File: src/rtl/erg_pkg.sv
// rtl/erg_pkg.sv - shared phase type and parameter defaults for the stroke phase detector
package erg_pkg;

  typedef enum logic [1:0] {
    IDLE,
    SPINUP,
    DRIVE,
    RECOVERY
  } phase_t;

  localparam int DEF_DEBOUNCE_CYCLES = 16;
  localparam int DEF_PERIOD_W        = 32;
  localparam int DEF_HYST            = 2;
  localparam int DEF_CONFIRM         = 2;
  localparam int DEF_TIMEOUT         = 50_000_000;

endpackage

File: src/rtl/sensor_debounce.sv
// rtl/sensor_debounce.sv - flywheel sensor synchronizer, debounce and rising-edge tick
module sensor_debounce #(
  parameter int DEBOUNCE_CYCLES = 16
) (
  input  logic clk,
  input  logic reset_n,
  input  logic sensor_in,
  output logic level,
  output logic tick
);

  localparam int CW = $clog2(DEBOUNCE_CYCLES + 1);

  logic          sync_1;
  logic          sync_2;
  logic [CW-1:0] stable_cnt;

  // level flips on the DEBOUNCE_CYCLES-th consecutive differing sample; tick marks a rising flip
  always_ff @(posedge clk or negedge reset_n) begin
    if (!reset_n) begin
      sync_1     <= 1'b0;
      sync_2     <= 1'b0;
      stable_cnt <= '0;
      level      <= 1'b0;
      tick       <= 1'b0;
    end else begin
      sync_1 <= sensor_in;
      sync_2 <= sync_1;
      tick   <= 1'b0;
      if (sync_2 == level) begin
        stable_cnt <= '0;
      end else if (stable_cnt == CW'(DEBOUNCE_CYCLES - 1)) begin
        level      <= sync_2;
        stable_cnt <= '0;
        tick       <= sync_2;
      end else begin
        stable_cnt <= stable_cnt + CW'(1);
      end
    end
  end

endmodule

File: src/rtl/stroke_phase_detector.sv
// rtl/stroke_phase_detector.sv - classifies flywheel tick periods into drive/recovery phases
module stroke_phase_detector
  import erg_pkg::*;
#(
  parameter int DEBOUNCE_CYCLES = DEF_DEBOUNCE_CYCLES,
  parameter int PERIOD_W        = DEF_PERIOD_W,
  parameter int HYST            = DEF_HYST,
  parameter int CONFIRM         = DEF_CONFIRM,
  parameter int TIMEOUT         = DEF_TIMEOUT
) (
  input  logic                clk,
  input  logic                reset_n,
  input  logic                sensor_in,
  output logic                start_drive,
  output logic                start_recovery,
  output logic                on_drive,
  output logic                idle,
  output logic [15:0]         stroke_count,
  output logic [PERIOD_W-1:0] period
);

  localparam int                SW        = $clog2(CONFIRM + 1);
  localparam logic [SW-1:0]     CONFIRM_V = SW'(CONFIRM);
  localparam logic [PERIOD_W:0] HYST_V    = (PERIOD_W + 1)'(HYST);
  localparam logic [PERIOD_W-1:0] TIMEOUT_V = PERIOD_W'(TIMEOUT);
  localparam logic [PERIOD_W-1:0] CNT_MAX   = '1;

  logic                tick;
  logic                level_unused;
  phase_t              state, state_next;
  logic [PERIOD_W-1:0] cnt;
  logic                have_period;
  logic [SW-1:0]       acc_streak, dec_streak, acc_next, dec_next;
  logic [PERIOD_W:0]   cur_x, prev_x;
  logic                measure, accel, decel;
  logic                drive_p, rec_p, count_inc;

  sensor_debounce #(
    .DEBOUNCE_CYCLES(DEBOUNCE_CYCLES)
  ) u_debounce (
    .clk      (clk),
    .reset_n  (reset_n),
    .sensor_in(sensor_in),
    .level    (level_unused),
    .tick     (tick)
  );

  // Streaks are evaluated on their next values so the phase switch lands one cycle after the tick
  always_comb begin
    cur_x   = {1'b0, cnt};
    prev_x  = {1'b0, period};
    measure = tick && (state != IDLE) && have_period;
    accel   = measure && (cur_x + HYST_V < prev_x);
    decel   = measure && (cur_x > prev_x + HYST_V);

    acc_next = acc_streak;
    dec_next = dec_streak;
    if (accel) begin
      acc_next = (acc_streak == CONFIRM_V) ? acc_streak : acc_streak + SW'(1);
      dec_next = '0;
    end else if (decel) begin
      dec_next = (dec_streak == CONFIRM_V) ? dec_streak : dec_streak + SW'(1);
      acc_next = '0;
    end else if (measure) begin
      acc_next = '0;
      dec_next = '0;
    end

    state_next = state;
    drive_p    = 1'b0;
    rec_p      = 1'b0;
    count_inc  = 1'b0;
    case (state)
      IDLE:     if (tick) state_next = SPINUP;
      SPINUP:   if (acc_next == CONFIRM_V) begin
                  state_next = DRIVE;
                  drive_p    = 1'b1;
                end
      DRIVE:    if (dec_next == CONFIRM_V) begin
                  state_next = RECOVERY;
                  rec_p      = 1'b1;
                end
      RECOVERY: if (acc_next == CONFIRM_V) begin
                  state_next = DRIVE;
                  drive_p    = 1'b1;
                  count_inc  = 1'b1;
                end
      default:  state_next = IDLE;
    endcase

    // Timeout out of DRIVE still closes the drive phase for the downstream counter
    if ((state != IDLE) && !tick && (cnt == TIMEOUT_V)) begin
      state_next = IDLE;
      drive_p    = 1'b0;
      rec_p      = (state == DRIVE);
      count_inc  = 1'b0;
    end
  end

  always_ff @(posedge clk or negedge reset_n) begin
    if (!reset_n) begin
      state          <= IDLE;
      cnt            <= '0;
      period         <= '0;
      have_period    <= 1'b0;
      acc_streak     <= '0;
      dec_streak     <= '0;
      start_drive    <= 1'b0;
      start_recovery <= 1'b0;
      stroke_count   <= '0;
    end else begin
      state          <= state_next;
      start_drive    <= drive_p;
      start_recovery <= rec_p;
      if (count_inc) stroke_count <= stroke_count + 16'd1;

      if (tick) cnt <= PERIOD_W'(1);
      else if (cnt != CNT_MAX) cnt <= cnt + PERIOD_W'(1);

      if (tick && (state != IDLE)) begin
        period      <= cnt;
        have_period <= 1'b1;
      end
      if (state_next == IDLE) have_period <= 1'b0;

      if (state_next != state) begin
        acc_streak <= '0;
        dec_streak <= '0;
      end else begin
        acc_streak <= acc_next;
        dec_streak <= dec_next;
      end
    end
  end

  assign on_drive = (state == DRIVE);
  assign idle     = (state == IDLE);

endmodule

File: config.mk
export PLATFORM = sky130hd
export DESIGN_NAME = stroke_phase_detector
export DESIGN_NICKNAME = d
export VERILOG_FILES = /design/src/rtl/erg_pkg.sv /design/src/rtl/sensor_debounce.sv /design/src/rtl/stroke_phase_detector.sv
export SDC_FILE = /design/constraint.sdc
export NUM_CORES = 1
export LEC_CHECK = 0
export BUFFER_PORTS_ARGS = -buffer_cell sky130_fd_sc_hd__buf_2
export CAP_MARGIN = 30
export CORE_MARGIN = 10
export CORE_UTILIZATION = 55
export CTS_BUF_LIST = sky130_fd_sc_hd__clkbuf_4 sky130_fd_sc_hd__clkbuf_8 sky130_fd_sc_hd__clkbuf_16
export DETAILED_ROUTE_END_ITERATION = 7
export GPL_ROUTABILITY_DRIVEN = 0
export PLACE_DENSITY = 0.74
export RECOVER_POWER = 25
export SYNTH_ARGS = -nofsm -noshare
export SYNTH_HDL_FRONTEND = slang
export SYNTH_SLANG_ARGS = --single-unit
File: constraint.sdc
create_clock -name clk -period 4.8 [get_ports clk]
set_input_delay 0.48 -clock clk [delete_from_list [all_inputs] [get_ports clk]]
set_output_delay 0.48 -clock clk [all_outputs]
set_load 0.01 [all_outputs]
# After elaboration in Yosys (flattened, before gate mapping)
# Cells that the tools add are included.
totals:
  register_bits: 98
  output_inout_bits: 52
  elab_cells: 81
op_classes:
  add_sub_neg: 7
  magnitude_cmp: 2
  n_eq_ne: 12
  mux: 31
  n_bitwise: 1
  reduce_logical: 14
op_table:
  columns: ["op", "count"]
  rows:
  - ["$add 32x2->33 const B", 2]
  - ["$mux 32", 2]
  - ["$gt 32x33->1", 1]
  - ["$lt 33x32->1", 1]
  - ["$add 32x1->32 const B", 1]
  - ["$eq 32x26->1 const B", 1]
  - ["$ne 32x32->1 const B", 1]
  - ["$mux 2", 14]
  - ["$add 16x1->16 const B", 1]
  - ["$eq 2x2->1 const B", 6]
  - ["$mux 1", 12]
  - ["$mux 5", 2]
  - ["$logic_and 1x1->1", 6]
  - ["$pmux 2 s3", 1]
  - ["$reduce_bool 2->1", 3]
  - ["$add 5x1->5 const B", 1]
  - ["$eq 5x4->1 const B", 1]
  - ["$add 2x1->2 const B", 2]
  - ["$logic_not 2->1", 2]
  - ["$eq 2x1->1 const B", 1]
  - ["$ne 2x2->1", 1]
  - ["$reduce_and 2->1", 1]
  - ["$reduce_or 2->1", 1]
  - ["$eq 1x1->1", 1]
  - ["other kinds (2)", 2]

# Longest topological paths before layout
logic_depth:
  ltp_word: 12
  mapped_depth: 18
  ltp_nobuf: 16

# By module
# A second synthesis with hierarchy kept.
unflattened:
  hier_cells: 762
  hier_area_um2: 7101.8
modules_own_cells:
  columns: ["module", "n_inst", "cells_each", "area_each_um2"]
  rows:
  - ["stroke_phase_detector", 1, 737, 6766.5]
  - ["sensor_debounce", 1, 25, 335.3]

# Least setup slack after synthesis
# Ideal clock, no wire load.
synth_path:
  path_kind: "flip-flop to flip-flop"
  from: "register cnt[2]"
  to: "register stroke_count[11]"
  setup_time_ns: 0.079
  arrival_time_ns: 3.525
  required_time_ns: 4.721
  setup_slack_ns: 1.196
  stages_incl_launch_ff: 17
  n_path_buf: 1
  synth_period_minus_slack_ns: 3.604
  path_cell_list: "dfrtp_1 -> ha_1 -> and4_1 -> and4_1 -> and4_1 -> nand3_1 -> nor2_1 -> xor2_1 -> ha_1 -> a21o_1 -> a211oi_2 -> o21ai_2 -> a211oi_4 -> a31oi_4 -> buf_6 -> nor4_2 -> xor2_1"
synth_between:
  elab_chain_len: 8
  elab_cells_between_ends: 13
  cone_classes: "add/sub (1); order compare (2); eq/ne (2); mux (5); reduce/logical (3)"
synth_lines:
  columns: ["item", "line", "source"]
  rows:
  - ["start: declaration", "stroke_phase_detector.sv:31", "logic [PERIOD_W-1:0] cnt;"]
  - ["start signal: assignment", "stroke_phase_detector.sv:118", "else if (cnt != CNT_MAX) cnt <= cnt + PERIOD_W'(1);"]
  - ["$add 32x2->33 or $gt 32x33->1 (tied branches)", "stroke_phase_detector.sv:53, stroke_phase_detector.sv:54", null]
  - ["$lt 33x32->1 or $logic_and 1x1->1 (tied branches)", "stroke_phase_detector.sv:53, stroke_phase_detector.sv:54", null]
  - ["$logic_and 1x1->1 or $mux 2 (tied branches)", "stroke_phase_detector.sv:53, stroke_phase_detector.sv:61", null]
  - ["$mux 2", "stroke_phase_detector.sv:58", "if (accel) begin"]
  - ["$eq 2x2->1", "stroke_phase_detector.sv:83", "RECOVERY: if (acc_next == CONFIRM_V) begin"]
  - ["$mux 1", "stroke_phase_detector.sv:83", null]
  - ["$mux 1", "stroke_phase_detector.sv:73", "case (state)"]
  - ["$mux 1 (*)", "stroke_phase_detector.sv:92", "if ((state != IDLE) && !tick && (cnt == TIMEOUT_V)) begin"]
  - ["end signal: assignment", "stroke_phase_detector.sv:115", "if (count_inc) stroke_count <= stroke_count + 16'd1;"]
  - ["end: declaration", "stroke_phase_detector.sv:18", "output logic [15:0] stroke_count,"]
# Every way passes the cells marked *; elsewhere a longest branch is shown, timed or not.
# A chain may end at the register's enable or synchronous reset.

# Final worst setup path
layout_path:
  from: "register cnt[3]"
  to: "register stroke_count[1]"
# Same word-level chain as after synthesis.

==> results.cfg <==
[sta]
setup_ws_ps = 312
maxSlewViolCount = 54
clock.fmax_ghz = 0.223
timing.hold.ws_ps = 233
worst_clock_skew_ps = 11.2
setup_viol = 0
maxSlewHeadroom_pct = -105
finalHoldViolations = 0
worst_pin_slew_ps = 3070
period_needed_ps = 4490
period_share_pct = 93.5

[cts]
post_cts_buffers = 0
clk_pin_slew_ps = 60
cts_hold_buf = 0
htreeDepth = 3
clk_latency_ps = 360
cts_sinks = 98
clockBufferDepth = 2
cts_tree = done
cts_buffers = 9
root_buffer = clkbuf_16

[setup_path]
cp_data_required_time_ps = 5040
startpoint_type = flop
worstRegToRegCells = 14
critPathKind = reg2reg
arrival_ps = 4720
cp_max_fo = 17
cp-end-kind = flop

[global_route]
grt_max_degree = 54
grt_pass1_wl_um = 30300
globalRouteTotalUtil_pct = 20.7
grt_pass1_vias = 6069
grt_overflow = 0
grt_antenna_before_repair = 0

[cells_and_area]
layout.nets = 878
fillCellCount = 1063
syn2layout_area_growth_pct = 10.1
antennaDiodeCount = 0
drive_above_1_share_pct = 16.3
final_cell_area_um2 = 7760

[synthesis]
synth-edff-count = 0
ys_seq_elements = 98
synth_cells = 763
ys_seq_area_share_pct = 34.8
ys.warnings.count = 0
synth.distinct_cells = 66
synth_ff_type = dfrtp_1
netlist_area_um2 = 7060
async_flop_share_pct = 100
syn_avg_cell_area_um2 = 9.25
synth_nets = 837

[drt]
drt_iter0_drc = 424
wl_um = 18100
drtPass1Iterations = 7
via_count = 5856
drc = 0
ant_nets = 0
avgRoutedWirePerCell_um = 18.4
via_per_inst = 5.97

[place]
port_buffers = 54
placed_area_um2 = 7450
dpl_worst_slack_ps = 307
hpwl_um = 13600

[pwr]
powerDensity_nw_per_um2 = 229
ir_drop_v = 0.000122
p_leak_nw = 3.70

[floorplanning]
core-area_um2 = 12600
fp.dieH_um = 133
die_w_um = 133
rows = 41
start_util_pct = 56.1
io_pins = 55
die-area_um2 = 17800

[status]
violations = capacitance limit, slew limit
status = finished with violations

[hold_path]
hold_depth = 1
min_path_type = in2reg

[run]
max_cap_violations = 1
[where the power goes]
group	switching (mW)	internal, mW	total [mW]
Sequential	0.0370	0.839	0.876
Combinational	0.0815	0.0610	0.143
Clock	0.321	0.438	0.759
[cells in the mapped netlist (2+ instances only)]
cell type | instances | area share [%]
o211ai_2 | 2 | 0.35
buf_6 | 3 | 0.48
inv_1 | 50 | 2.7
nor4b_1 | 2 | 0.25
nand4b_1 | 2 | 0.25
nor3_1 | 21 | 1.5
buf_2 | 7 | 0.50
and2_1 | 4 | 0.35
nand2_1 | 64 | 3.4
nor3b_1 | 4 | 0.43
ha_1 | 71 | 13
and3_1 | 18 | 1.6
a21o_1 | 2 | 0.21
o21ai_0 | 21 | 1.5
xor2_1 | 39 | 4.8
nand2b_1 | 2 | 0.18
or3_1 | 8 | 0.71
nor4_2 | 4 | 0.71
buf_4 | 2 | 0.21
nor3_2 | 2 | 0.28
xnor2_1 | 57 | 7.1
nor2b_1 | 6 | 0.53
mux2_2 | 31 | 4.9
and4_1 | 4 | 0.50
dfrtp_1 | 98 | 35
a2111oi_0 | 2 | 0.25
nor4_1 | 16 | 1.4
o21bai_1 | 2 | 0.21
clkbuf_2 | 2 | 0.14
clkbuf_1 | 19 | 1.0
nand4_1 | 35 | 3.1
nand3_1 | 40 | 2.8
a21oi_1 | 34 | 2.4
a211oi_1 | 3 | 0.32
nor2_1 | 55 | 2.9
[critical path, cell delays in order, from the launching register on]
cell and delay (ps):
dfrtp_1 580, and3_4 280, and3_1 360, nand3_1 300, nor2_2 300, xor2_1 220, ha_1 280, nand4_1 200
nor4_1 100, o21ai_0 150, o211ai_2 190, a211oi_4 500, a31oi_4 290, nor2_1 250, mux2_2 370
[through the flow]
stage	TNS, ps	instances	power [mW]	util, %
2_1_floorplan	0	763	0.983	-
3_3_place_gp	0	965	1.02	59.2
3_5_place_dp	0	965	1.03	59.2
4_1_cts	0	981	1.79	61.7
5_1_grt	-17.8	981	1.85	61.8
6_report	0	981	1.78	61.8
[sequential cells by signal, summed over array words and instances (netlist names)]
signal / count
acc_streak: 2
cnt: 32
dec_streak: 2
have_period: 1
period: 32
start_drive: 1
start_recovery: 1
state: 2
stroke_count: 16
u_debounce.level: 1
u_debounce.stable_cnt: 5
u_debounce.sync_1: 1
u_debounce.sync_2: 1
u_debounce.tick: 1
[worst paths after layout]
check                                       start           endpoint  slack [ps]
worst max-delay path                       cnt[3]    stroke_count[1]         310
worst min-delay path                    sensor_in  u_debounce.sync_1         230
worst max register to register             cnt[3]    stroke_count[1]         310
worst min register to register  u_debounce.sync_1  u_debounce.sync_2         360
max in group asynchronous                 reset_n         period[25]        1800
min in group asynchronous                 reset_n         period[13]        1140
[final cells by class]
cell class	count	area (µm²)	share of cell area, %
Timing Repair Buffer	63	334	4.30
Inverter	50	188	2.42
Tap cell	172	215	2.77
Sequential cell	98	2450	31.6
Clock inverter	4	50.0	0.645
Multi-Input combinational cell	582	4270	54.9
Clock buffer	12	260	3.35
[layer usage]
layer	wire length [µm]	vias up	track usage, %
li1	-	2779	-
met1	7910	2875	25.3
met2	8660	166	34.4
met3	945	36	3.87
met4	584	0	9.98
met5	0	-	0
[timing repair]
action | 4_1_cts | 5_1_grt
hold endpoints to repair | 0 | 0
setup endpoints to repair | 0 | 3
resized for setup | 0 | 3
[placed cells by master, fill, tap and decap left out, drive strengths merged, types with 2 or more instances in the layout]
cell type / instances
dfrtp: 98
ha: 71
nand2: 65
buf: 60
xnor2: 57
nor2: 55
inv: 50
nand3: 41
xor2: 39
nand4: 35
a21oi: 35
mux2: 31
nor3: 23
o21ai: 22
nor4: 21
and3: 19
clkbuf: 15
or3: 8
nor2b: 6
and4: 5
a211oi: 5
nor3b: 4
and2: 4
nand4b: 2
o211ai: 2
nand2b: 2
a21o: 2
a2111oi: 2
o21bai: 2
clkinvlp: 2
or2: 2
a31oi: 2
nor4b: 2
[logic make-up after synthesis]
| kind of cell | Yosys count | synth area share [%] |
|---|---|---|
| AND/OR/NAND/NOR | 298 | 22.6 |
| flip-flops | 98 | 34.8 |
| XOR/XNOR | 96 | 11.9 |
| AO/OA/AOI/OAI | 85 | 8.05 |
| buffers and inverters | 83 | 5.00 |
| adder cells (fa/ha/maj) | 72 | 12.7 |
| multiplexers | 31 | 4.95 |
Power figures use the tool's default switching activity.
